==> config.mk <==
export PLATFORM = sky130hd
export DESIGN_NAME = bist_march_ctrl
export DESIGN_NICKNAME = d
export VERILOG_FILES = /design/src/rtl/bist_march_ctrl.sv
export SDC_FILE = /design/constraint.sdc
export NUM_CORES = 1
export LEC_CHECK = 0
export CAP_MARGIN = 40
export CORE_MARGIN = 3
export CORE_UTILIZATION = 52
export DETAILED_ROUTE_END_ITERATION = 7
export GPL_TIMING_DRIVEN = 0
export PLACE_DENSITY = 0.89
export SLEW_MARGIN = 0
export SYNTH_ARGS = -nofsm -noshare
export SYNTH_HDL_FRONTEND = slang
export SYNTH_SLANG_ARGS = --single-unit
==> constraint.sdc <==
create_clock -name clk -period 4.7 [get_ports clk]
set_input_delay 0.94 -clock clk [delete_from_list [all_inputs] [get_ports clk]]
set_output_delay 0.94 -clock clk [all_outputs]
set_load 0.05 [all_outputs]
==> src/rtl/bist_march_ctrl.sv <==
// bist_march_ctrl: March C- memory BIST sequencer for a single-port SRAM.
// It walks the six March C- elements over words 0..DEPTH-1 and checks each
// read one cycle after it is issued. It reports busy/done/fail and captures
// the first failing address and element.
//
// Build option: define BIST_DIAG_EN to keep running after a mismatch and
// count mismatches in err_cnt_o. The default build stops at the first fail.
//
// Ports:
//   clk, rst_n     clock (rising edge), async active-low reset
//   start_i        request a test; sampled in IDLE or DONE only
//   busy_o/done_o  test in progress / finished (done held until next start)
//   fail_o         at least one mismatch seen
//   fail_addr_o    address of first mismatch
//   fail_elem_o    March element (0..5) of first mismatch
//   err_cnt_o      saturating mismatch count (BIST_DIAG_EN only, else 0)
//   mem_en_o, mem_we_o, mem_addr_o, mem_wdata_o   SRAM request
//   mem_rdata_i    SRAM read data, valid the cycle after a read strobe
//
// state | meaning
// IDLE  | waiting for start after reset
// RUN   | issuing one SRAM operation per cycle
// DRAIN | last read in flight, its compare is consumed here
// DONE  | finished, results held, start accepted
module bist_march_ctrl #(
    parameter int ADDR_W = 4,
    parameter int DATA_W = 8,
    parameter int DEPTH  = 16,
    parameter int ERR_W  = 8
) (
    input  logic              clk,
    input  logic              rst_n,
    input  logic              start_i,
    output logic              busy_o,
    output logic              done_o,
    output logic              fail_o,
    output logic [ADDR_W-1:0] fail_addr_o,
    output logic [2:0]        fail_elem_o,
    output logic [ERR_W-1:0]  err_cnt_o,
    output logic              mem_en_o,
    output logic              mem_we_o,
    output logic [ADDR_W-1:0] mem_addr_o,
    output logic [DATA_W-1:0] mem_wdata_o,
    input  logic [DATA_W-1:0] mem_rdata_i
);

    localparam logic [ADDR_W-1:0] LAST_ADDR = ADDR_W'(DEPTH - 1);

    typedef enum logic [1:0] {S_IDLE, S_RUN, S_DRAIN, S_DONE} state_t;

    state_t              state_q, state_d;
    logic [2:0]          elem_q, elem_d;
    logic [ADDR_W-1:0]   addr_q, addr_d;
    logic                phase_q, phase_d;   // 0 = read half, 1 = write half

    logic                rd_vld_q;
    logic [DATA_W-1:0]   exp_q;
    logic [2:0]          rd_elem_q;
    logic [ADDR_W-1:0]   rd_addr_q;

    logic                fail_q;
    logic [ADDR_W-1:0]   fail_addr_q;
    logic [2:0]          fail_elem_q;

    logic single_op, is_read, down, rd_ones, wr_ones;
    logic addr_end, last_op, start_ok, in_test, mismatch;

    // element decode: M0 w0 and M5 r0 are single-op, the rest are read+write
    assign single_op = (elem_q == 3'd0) || (elem_q == 3'd5);
    assign is_read   = (elem_q == 3'd5) || ((elem_q != 3'd0) && !phase_q);
    assign down      = (elem_q >= 3'd3);
    assign rd_ones   = (elem_q == 3'd2) || (elem_q == 3'd4);
    assign wr_ones   = (elem_q == 3'd1) || (elem_q == 3'd3);
    assign addr_end  = down ? (addr_q == '0) : (addr_q == LAST_ADDR);
    assign last_op   = (elem_q == 3'd5) && addr_end;
    assign start_ok  = start_i && ((state_q == S_IDLE) || (state_q == S_DONE));
    assign in_test   = (state_q == S_RUN) || (state_q == S_DRAIN);
    // a compare left over from an aborted run lands in DONE and is ignored
    assign mismatch  = rd_vld_q && in_test && (mem_rdata_i != exp_q);

    // state register
    always_ff @(posedge clk or negedge rst_n) begin
        if (!rst_n) state_q <= S_IDLE;
        else        state_q <= state_d;
    end

    // next-state logic
    always_comb begin
        state_d = state_q;
        unique case (state_q)
            S_IDLE:  if (start_i) state_d = S_RUN;
            S_RUN: begin
`ifdef BIST_DIAG_EN
                if (last_op) state_d = S_DRAIN;
`else
                if (mismatch)     state_d = S_DONE;
                else if (last_op) state_d = S_DRAIN;
`endif
            end
            S_DRAIN: state_d = S_DONE;
            S_DONE:  if (start_i) state_d = S_RUN;
            default: state_d = S_IDLE;
        endcase
    end

    // output logic
    always_comb begin
        busy_o      = in_test;
        done_o      = (state_q == S_DONE);
        mem_en_o    = (state_q == S_RUN);
        mem_we_o    = (state_q == S_RUN) && !is_read;
        mem_addr_o  = (state_q == S_RUN) ? addr_q : '0;
        mem_wdata_o = ((state_q == S_RUN) && !is_read && wr_ones) ? '1 : '0;
        fail_o      = fail_q;
        fail_addr_o = fail_addr_q;
        fail_elem_o = fail_elem_q;
    end

    // operation sequencer: phase within address, address within element
    always_comb begin
        elem_d  = elem_q;
        addr_d  = addr_q;
        phase_d = phase_q;
        if (start_ok) begin
            elem_d  = 3'd0;
            addr_d  = '0;
            phase_d = 1'b0;
        end else if (state_q == S_RUN) begin
            if (!single_op && !phase_q) begin
                phase_d = 1'b1;
            end else begin
                phase_d = 1'b0;
                if (!addr_end) begin
                    addr_d = down ? (addr_q - 1'b1) : (addr_q + 1'b1);
                end else if (elem_q != 3'd5) begin
                    elem_d = elem_q + 3'd1;
                    // M0..M2 ascend, M3..M5 descend from the top word
                    addr_d = (elem_q >= 3'd2) ? LAST_ADDR : '0;
                end
            end
        end
    end

    always_ff @(posedge clk or negedge rst_n) begin
        if (!rst_n) begin
            elem_q    <= '0;
            addr_q    <= '0;
            phase_q   <= 1'b0;
            rd_vld_q  <= 1'b0;
            exp_q     <= '0;
            rd_elem_q <= '0;
            rd_addr_q <= '0;
        end else begin
            elem_q    <= elem_d;
            addr_q    <= addr_d;
            phase_q   <= phase_d;
            rd_vld_q  <= (state_q == S_RUN) && is_read;
            exp_q     <= rd_ones ? '1 : '0;
            rd_elem_q <= elem_q;
            rd_addr_q <= addr_q;
        end
    end

    always_ff @(posedge clk or negedge rst_n) begin
        if (!rst_n) begin
            fail_q      <= 1'b0;
            fail_addr_q <= '0;
            fail_elem_q <= '0;
        end else if (start_ok) begin
            fail_q      <= 1'b0;
            fail_addr_q <= '0;
            fail_elem_q <= '0;
        end else if (mismatch && !fail_q) begin
            fail_q      <= 1'b1;
            fail_addr_q <= rd_addr_q;
            fail_elem_q <= rd_elem_q;
        end
    end

`ifdef BIST_DIAG_EN
    logic [ERR_W-1:0] err_cnt_q;

    always_ff @(posedge clk or negedge rst_n) begin
        if (!rst_n)                          err_cnt_q <= '0;
        else if (start_ok)                   err_cnt_q <= '0;
        else if (mismatch && (err_cnt_q != '1)) err_cnt_q <= err_cnt_q + 1'b1;
    end

    assign err_cnt_o = err_cnt_q;
`else
    assign err_cnt_o = '0;
`endif

endmodule

==> flow_summary.toml, run 1 <==
[logic_synthesis]
yosys-top-cells-count = "27 x sky130_fd_sc_hd__dfrtp_1, 18 x sky130_fd_sc_hd__inv_1, 16 x sky130_fd_sc_hd__buf_4"
synth_cells = 161
postSynth.asyncResetShare_pct = 100
synth_most_common_cell = "sky130_fd_sc_hd__dfrtp_1"
ys_types = 41
synth_area_leader_cell = "sky130_fd_sc_hd__dfrtp_1"
yosysWarningCount = 0
postSynthRegisterBits = 27
synth.top_cells.by_area = "sky130_fd_sc_hd__dfrtp_1 41%, sky130_fd_sc_hd__ha_1 7.7%, sky130_fd_sc_hd__buf_4 7.4%"
synth.yosys.seq_area_share_pct = 41.5
synthFlopType = "sky130_fd_sc_hd__dfrtp_1"
post_synth_instance_area_sq_um = 1630
synth-edff-count = 0
syn-mean-instance-area_sq_um = 10.1
synth_top_area_share_pct = 41.5

[global_routing]
number_of_antenna_violations_at_the_first_check_in_global_routing = 0
grt_util_all_layers_pct = 19.3
grtUsageMet2_pct = 34.0
met3_usage_pct = 2.07
largest_net_degree_at_the_start_of_global_routing = 17
groute.layer.met1.usage_pct = 24.0
grt_pass1_vias = 1226
global_route_wire_length_before_repair_microns = 5430
grt-ovfl-total = 0
top_usage_layer = "met2"

[hold_path]
whs_path_depth = 0
worstHoldStart = "elem_q[2]"
worst_hold_path_type = "reg2reg"
timing.hold.worst_endpoint = "rd_elem_q[2]"

[worst_setup_path]
critical_setup_path_class = "reg2out"
cp_max_fo = 8
critical_path_required_ns = 3.76
r2r_slack_ns = 2.20
startpoint_type = "flop"
r2r.worst_path.cells = 8
worst_r2r_startpoint = "elem_q[1]"
reg2reg_to = "addr_q[3]"
crit_path_arrival_time_ns = 3.00
setup.worst_path.end_class = "output port"
cp_launch_point = "elem_q[1]"

[place]
dpl_cell_area_sq_um = 2060
globalplace.congestion = 0.834
buffer_ports.inserted = 34
preCtsSetupSlack_ns = 1.07
dp_hpwl_microns = 2740

[cts]
cts_repair_resize_count = 0
cts_max_path_buffers = 2
postCtsHoldBufs = 0
post_cts_buffers = 0
root_buffer = "sky130_fd_sc_hd__clkbuf_4"
cts_sinks = 27
clk-insertion-delay-late_ns = 0.34
cts_made_buffers = 3
htreeDepth = 1
clock_tree_from_tritoncts = "built"
clk_pin_slew_ns = 0.14

[sta]
setup_slack_ns = 0.761
tightest_slew_ns = 0.697
grt_setup_unrepaired = "no"
slew_headroom_pct = 53.3
setup_tns_ns = 0
maxClockFrequency_ghz = 0.254
slew_violations = 0
fin_worst_skew_ns = 0.0104
final.min_clock_period_ns = 3.94
finalCritPeriodShare_pct = 83.8
report.final.hold_viol_count = 0
final_report_setup_violation_count = 0

[detailed_routing]
drt_drc_violations_left = 0
ant_nets = 0
avgViaCountPerCell = 5.17
detailedRoute.firstIterationViolations = 51
drt-wirelength-per-cell_microns = 13.6
num_vias = 1287
drtPass1Iterations = 4
postRouteWirelength_microns = 3390

[power_and_ir_drop]
pwr-share-clk_pct = 11.9
leakagePower_nw = 0.923
combinational_group_share_of_total_power_pct = 53.6
net-switching-power_mw = 0.408
peakVddDrop_v = 0.000316
power.share.sequential_pct = 34.6
switching_share_pct = 46.6
internal_power_mw = 0.466
power.density_cell_area_nw_per_um2 = 418

[cells_and_area]
final_area_sq_um = 2090
multi_input_gate_area_sq_um = 788
nets = 230
fill_cells = 211
antenna-diode-count = 0
fin_util_pct = 72.8
layout_stage_area_growth_over_the_synthesis_result_pct = 28.5
regArea_sq_um = 676
fraction_of_layout_instances_using_a_drive_strength_above_1_pct = 16.9

[run]
cap_viol_max_count = 0

[floorplanning]
floorplan.initialDensity_pct = 56.6
fp.dieW_microns = 62.0
core_area_sq_um = 2880
site_row_count = 19
die_area_sq_um = 3840
ioPinCount = 43
die-height_microns = 62.0

[outcome]
status = "finished, final reports clean"
[cell usage in the layout, fill, tap and decap left out, types with 2 or more instances in the layout]
cell type and count:
sky130_fd_sc_hd__dfrtp_1 27, sky130_fd_sc_hd__mux2i_1 7, sky130_fd_sc_hd__nand2b_1 2, sky130_fd_sc_hd__nor3_1 3, sky130_fd_sc_hd__nand2_1 11, sky130_fd_sc_hd__and2_1 3, sky130_fd_sc_hd__inv_1 18, sky130_fd_sc_hd__ha_1 10
sky130_fd_sc_hd__clkbuf_4 3, sky130_fd_sc_hd__conb_1 8, sky130_fd_sc_hd__nor2_1 7, sky130_fd_sc_hd__o221ai_1 2, sky130_fd_sc_hd__nor2b_1 2, sky130_fd_sc_hd__nand3_1 8, sky130_fd_sc_hd__a21oi_1 7, sky130_fd_sc_hd__mux2_2 2
sky130_fd_sc_hd__or4_4 2, sky130_fd_sc_hd__buf_4 16, sky130_fd_sc_hd__o21ba_2 2, sky130_fd_sc_hd__nand4_1 2, sky130_fd_sc_hd__or2_2 2, sky130_fd_sc_hd__o31ai_1 4, sky130_fd_sc_hd__o21ai_0 4, sky130_fd_sc_hd__clkdlybuf4s50_1 34
[final cells by class]
type	count	area share, %
multi-input cells	106	37.7
flip-flops and latches	27	32.3
repair buffers	35	17.0
plain buffers	17	5.92
inverters	18	3.23
well taps	42	2.51
clock buffers	3	1.08
clock inverters	1	0.359
[flip-flops by register name, summed over array words and instances (netlist names)]
name,flops
fail_addr_o,4
rd_elem_q,3
rd_vld_q,1
state_q,2
phase_q,1
elem_q,3
fail_elem_o,3
addr_q,4
fail_o,1
exp_q,1
rd_addr_q,4
[critical path: stages (launching register included)]
cell and delay [ns]:
sky130_fd_sc_hd__dfrtp_1 0.52, sky130_fd_sc_hd__inv_1 0.11, sky130_fd_sc_hd__ha_1 0.23, sky130_fd_sc_hd__nor2b_1 0.18, sky130_fd_sc_hd__o21ai_0 0.20, sky130_fd_sc_hd__nor2_1 0.44
sky130_fd_sc_hd__buf_4 0.19, sky130_fd_sc_hd__clkdlybuf4s50_1 0.80
[layer usage]
metal  part of all wire [%]  up-vias
li1                       -      624
met1                     42      609
met2                     51       50
met3                    5.0        4
met4                    1.4        0
met5                      0        -
[metrics by stage]
stage | hold WS (ns) | total power, mW | std cells
finish | 0.404 | 0.874 | 249
detailed placement | 0.372 | 0.773 | 245
global route | 0.408 | 0.925 | 249
CTS | 0.403 | 0.874 | 249
floorplan | 0.355 | 0.638 | 168
global placement | 0.365 | 0.752 | 244
[worst max-delay path by stage]
| stage | to | depth (start not counted) |
|---|---|---|
| floorplan | mem_wdata_o[1] | 5 |
| global placement | mem_wdata_o[2] | 7 |
| detailed placement | mem_wdata_o[7] | 7 |
| CTS | mem_wdata_o[2] | 7 |
| global route | mem_wdata_o[1] | 7 |
| finish | mem_wdata_o[7] | 7 |
[cells by family (layout without fill, tap and decap cells)]
| family | count (synthesis) | in the layout | synth area share, % |
|---|---|---|---|
| adders and majority gates | 11 | 11 | 8.91 |
| AOI/OAI and AO/OA | 27 | 27 | 13.1 |
| xor gates and xnor gates | 1 | 1 | 0.538 |
| buffers and inverters | 35 | 74 | 11.8 |
| DFF | 27 | 27 | 41.5 |
| and+or+nand+nor | 48 | 48 | 16.6 |
| other | 1 | 8 | 0.230 |
| muxes | 11 | 11 | 7.45 |
[power by group through the flow]
stage	sequential, mW	clock, mW	combinational (mW)
floorplan	0.297	0	0.342
global placement	0.302	0	0.450
detailed placement	0.306	0	0.466
CTS	0.302	0.104	0.468
global route	0.307	0.112	0.506
finish	0.302	0.104	0.468
Note: power is estimated with default switching activity, not from simulation.
==> inputs of run 2 (changes only) <==
--- a/config.mk
+++ b/config.mk
@@ -7,10 +7,10 @@
 export LEC_CHECK = 0
 export CAP_MARGIN = 40
 export CORE_MARGIN = 3
-export CORE_UTILIZATION = 52
+export CORE_UTILIZATION = 48
 export DETAILED_ROUTE_END_ITERATION = 7
 export GPL_TIMING_DRIVEN = 0
-export PLACE_DENSITY = 0.89
+export PLACE_DENSITY = 0.83
 export SLEW_MARGIN = 0
 export SYNTH_ARGS = -nofsm -noshare
 export SYNTH_HDL_FRONTEND = slang
==> constraint.sdc (replaced) <==
create_clock -name clk -period 3.7 [get_ports clk]
set_input_delay 0.74 -clock clk [delete_from_list [all_inputs] [get_ports clk]]
set_output_delay 0.74 -clock clk [all_outputs]
set_load 0.05 [all_outputs]
==> flow_summary.toml, run 2 (synthesis results as in run 1) <==
[global_routing]
grt_pass1_vias = 1273
number_of_antenna_violations_at_the_first_check_in_global_routing = 0
grt-ovfl-total = 0
largest_net_degree_at_the_start_of_global_routing = 17
grt_util_all_layers_pct = 18.5
global_route_wire_length_before_repair_microns = 5970

[sta]
final_report_setup_violation_count = 0
grt_setup_unrepaired = "no"
final.min_clock_period_ns = 3.51
slew_headroom_pct = 52.4
setup_tns_ns = 0
slew_violations = 0
report.final.hold_viol_count = 0
maxClockFrequency_ghz = 0.285
finalCritPeriodShare_pct = 95.0
fin_worst_skew_ns = 0.00858
tightest_slew_ns = 0.711
timing.hold.ws_ns = 0.399

[cts]
clock_tree_from_tritoncts = "built"
root_buffer = "sky130_fd_sc_hd__clkbuf_4"
cts_sinks = 27
postCtsHoldBufs = 0
clk-insertion-delay-late_ns = 0.32
clk_pin_slew_ns = 0.13
htreeDepth = 1
cts_made_buffers = 3
cts_max_path_buffers = 2

[detailed_routing]
drt_drc_violations_left = 0
num_vias = 1303
drtPass1Iterations = 4
avgViaCountPerCell = 5.19
postRouteWirelength_microns = 3520
detailedRoute.firstIterationViolations = 54
drt-wirelength-per-cell_microns = 14.0
ant_nets = 0

[cells_and_area]
final_area_sq_um = 2110
layout.cells.most_common_list = "31 x sky130_fd_sc_hd__clkdlybuf4s50_1, 27 x sky130_fd_sc_hd__dfrtp_1, 18 x sky130_fd_sc_hd__inv_1"
fill_cells = 263
fraction_of_layout_instances_using_a_drive_strength_above_1_pct = 17.4
fin_util_pct = 66.8
antenna-diode-count = 0
final_common_cell = "sky130_fd_sc_hd__clkdlybuf4s50_1"
nets = 230
layout_stage_area_growth_over_the_synthesis_result_pct = 29.3

[worst_setup_path]
timing.critical_path.slowest_cell_delay_ns = 0.79
cp_cell_sequence = "inv_1 > ha_1 > nor2b_1 > o21ai_1 > nor2_2 > buf_4 > clkdlybuf4s50_1"
startpoint_type = "flop"
crit_path_top_delay_cell = "sky130_fd_sc_hd__clkdlybuf4s50_1"
setup.worst_path.end_class = "output port"
cp_max_fo = 8
cp_top_family = "buffers and inverters"
worst-path-buf-inv = 3
critical_path_required_ns = 2.96
crit_path_arrival_time_ns = 2.77
critical_setup_path_class = "reg2out"

[floorplanning]
ioPinCount = 43
fp.dieW_microns = 64.3
site_row_count = 20
core_area_sq_um = 3150
die_area_sq_um = 4130
floorplan.initialDensity_pct = 51.7
die-height_microns = 64.3

[place]
buffer_ports.inserted = 34
dp_hpwl_microns = 2860
dpl_cell_area_sq_um = 2070
globalplace.congestion = 0.861

[outcome]
status = "finished, final reports clean"

[hold_path]
worst_hold_path_type = "reg2reg"

[run]
cap_viol_max_count = 0

[power_and_ir_drop]
leakagePower_nw = 0.979
peakVddDrop_v = 0.000356
power.density_cell_area_nw_per_um2 = 527
run 2: worst paths after layout:
path,startpoint,endpoint,slack (ns),depth (start not counted)
max,elem_q[1],mem_wdata_o[2],0.19,7
min,elem_q[2],rd_elem_q[2],0.40,0
max reg2reg,elem_q[1],addr_q[3],1.19,8
min reg2reg,elem_q[2],rd_elem_q[2],0.40,0
max in group asynchronous,rst_n,rd_elem_q[2],2.43,2
min in group asynchronous,rst_n,fail_elem_o[2],0.76,1
run 2: cell type report:
class                      instances  area, sq um  area share (%)
timing repair buffer              35          363            17.2
multi-input combinational        106          791            37.6
inverter                          18         67.6            3.21
sequential                        27          676            32.1
tap                               44         55.1            2.61
clock buffer                       3         22.5            1.07
clock inverter                     1         7.51           0.357
buffer                            17          124            5.88
run 2: what timing repair did:
action | in CTS | in global routing
endpoints found under the setup margin | 7 | 9
buffers inserted | 0 | 0
resized for setup | 1 | 4
run 2: per-layer routing:
layer	up-vias	part of all wire, %	global-route usage (%)
met2	47	53	32.9
met4	0	0.60	6.07
met3	2	6.7	3.34
met5	-	0	0
li1	627	-	-
met1	627	40	22.4
run 2: metrics by stage:
step | setup WS (ns) | instances | power (mW)
after floorplan | 0.433 | 168 | 0.811
after global placement | 0.477 | 246 | 0.957
after detailed placement | 0.347 | 247 | 0.985
after CTS | 0.0853 | 251 | 1.11
after global routing | 0.00176 | 251 | 1.19
final | 0.185 | 251 | 1.11
run 2: power by group:
group	total, mW	switching, mW	internal, mW
registers	0.384	0.0437	0.340
logic	0.602	0.391	0.211
clock network	0.125	0.0840	0.0413
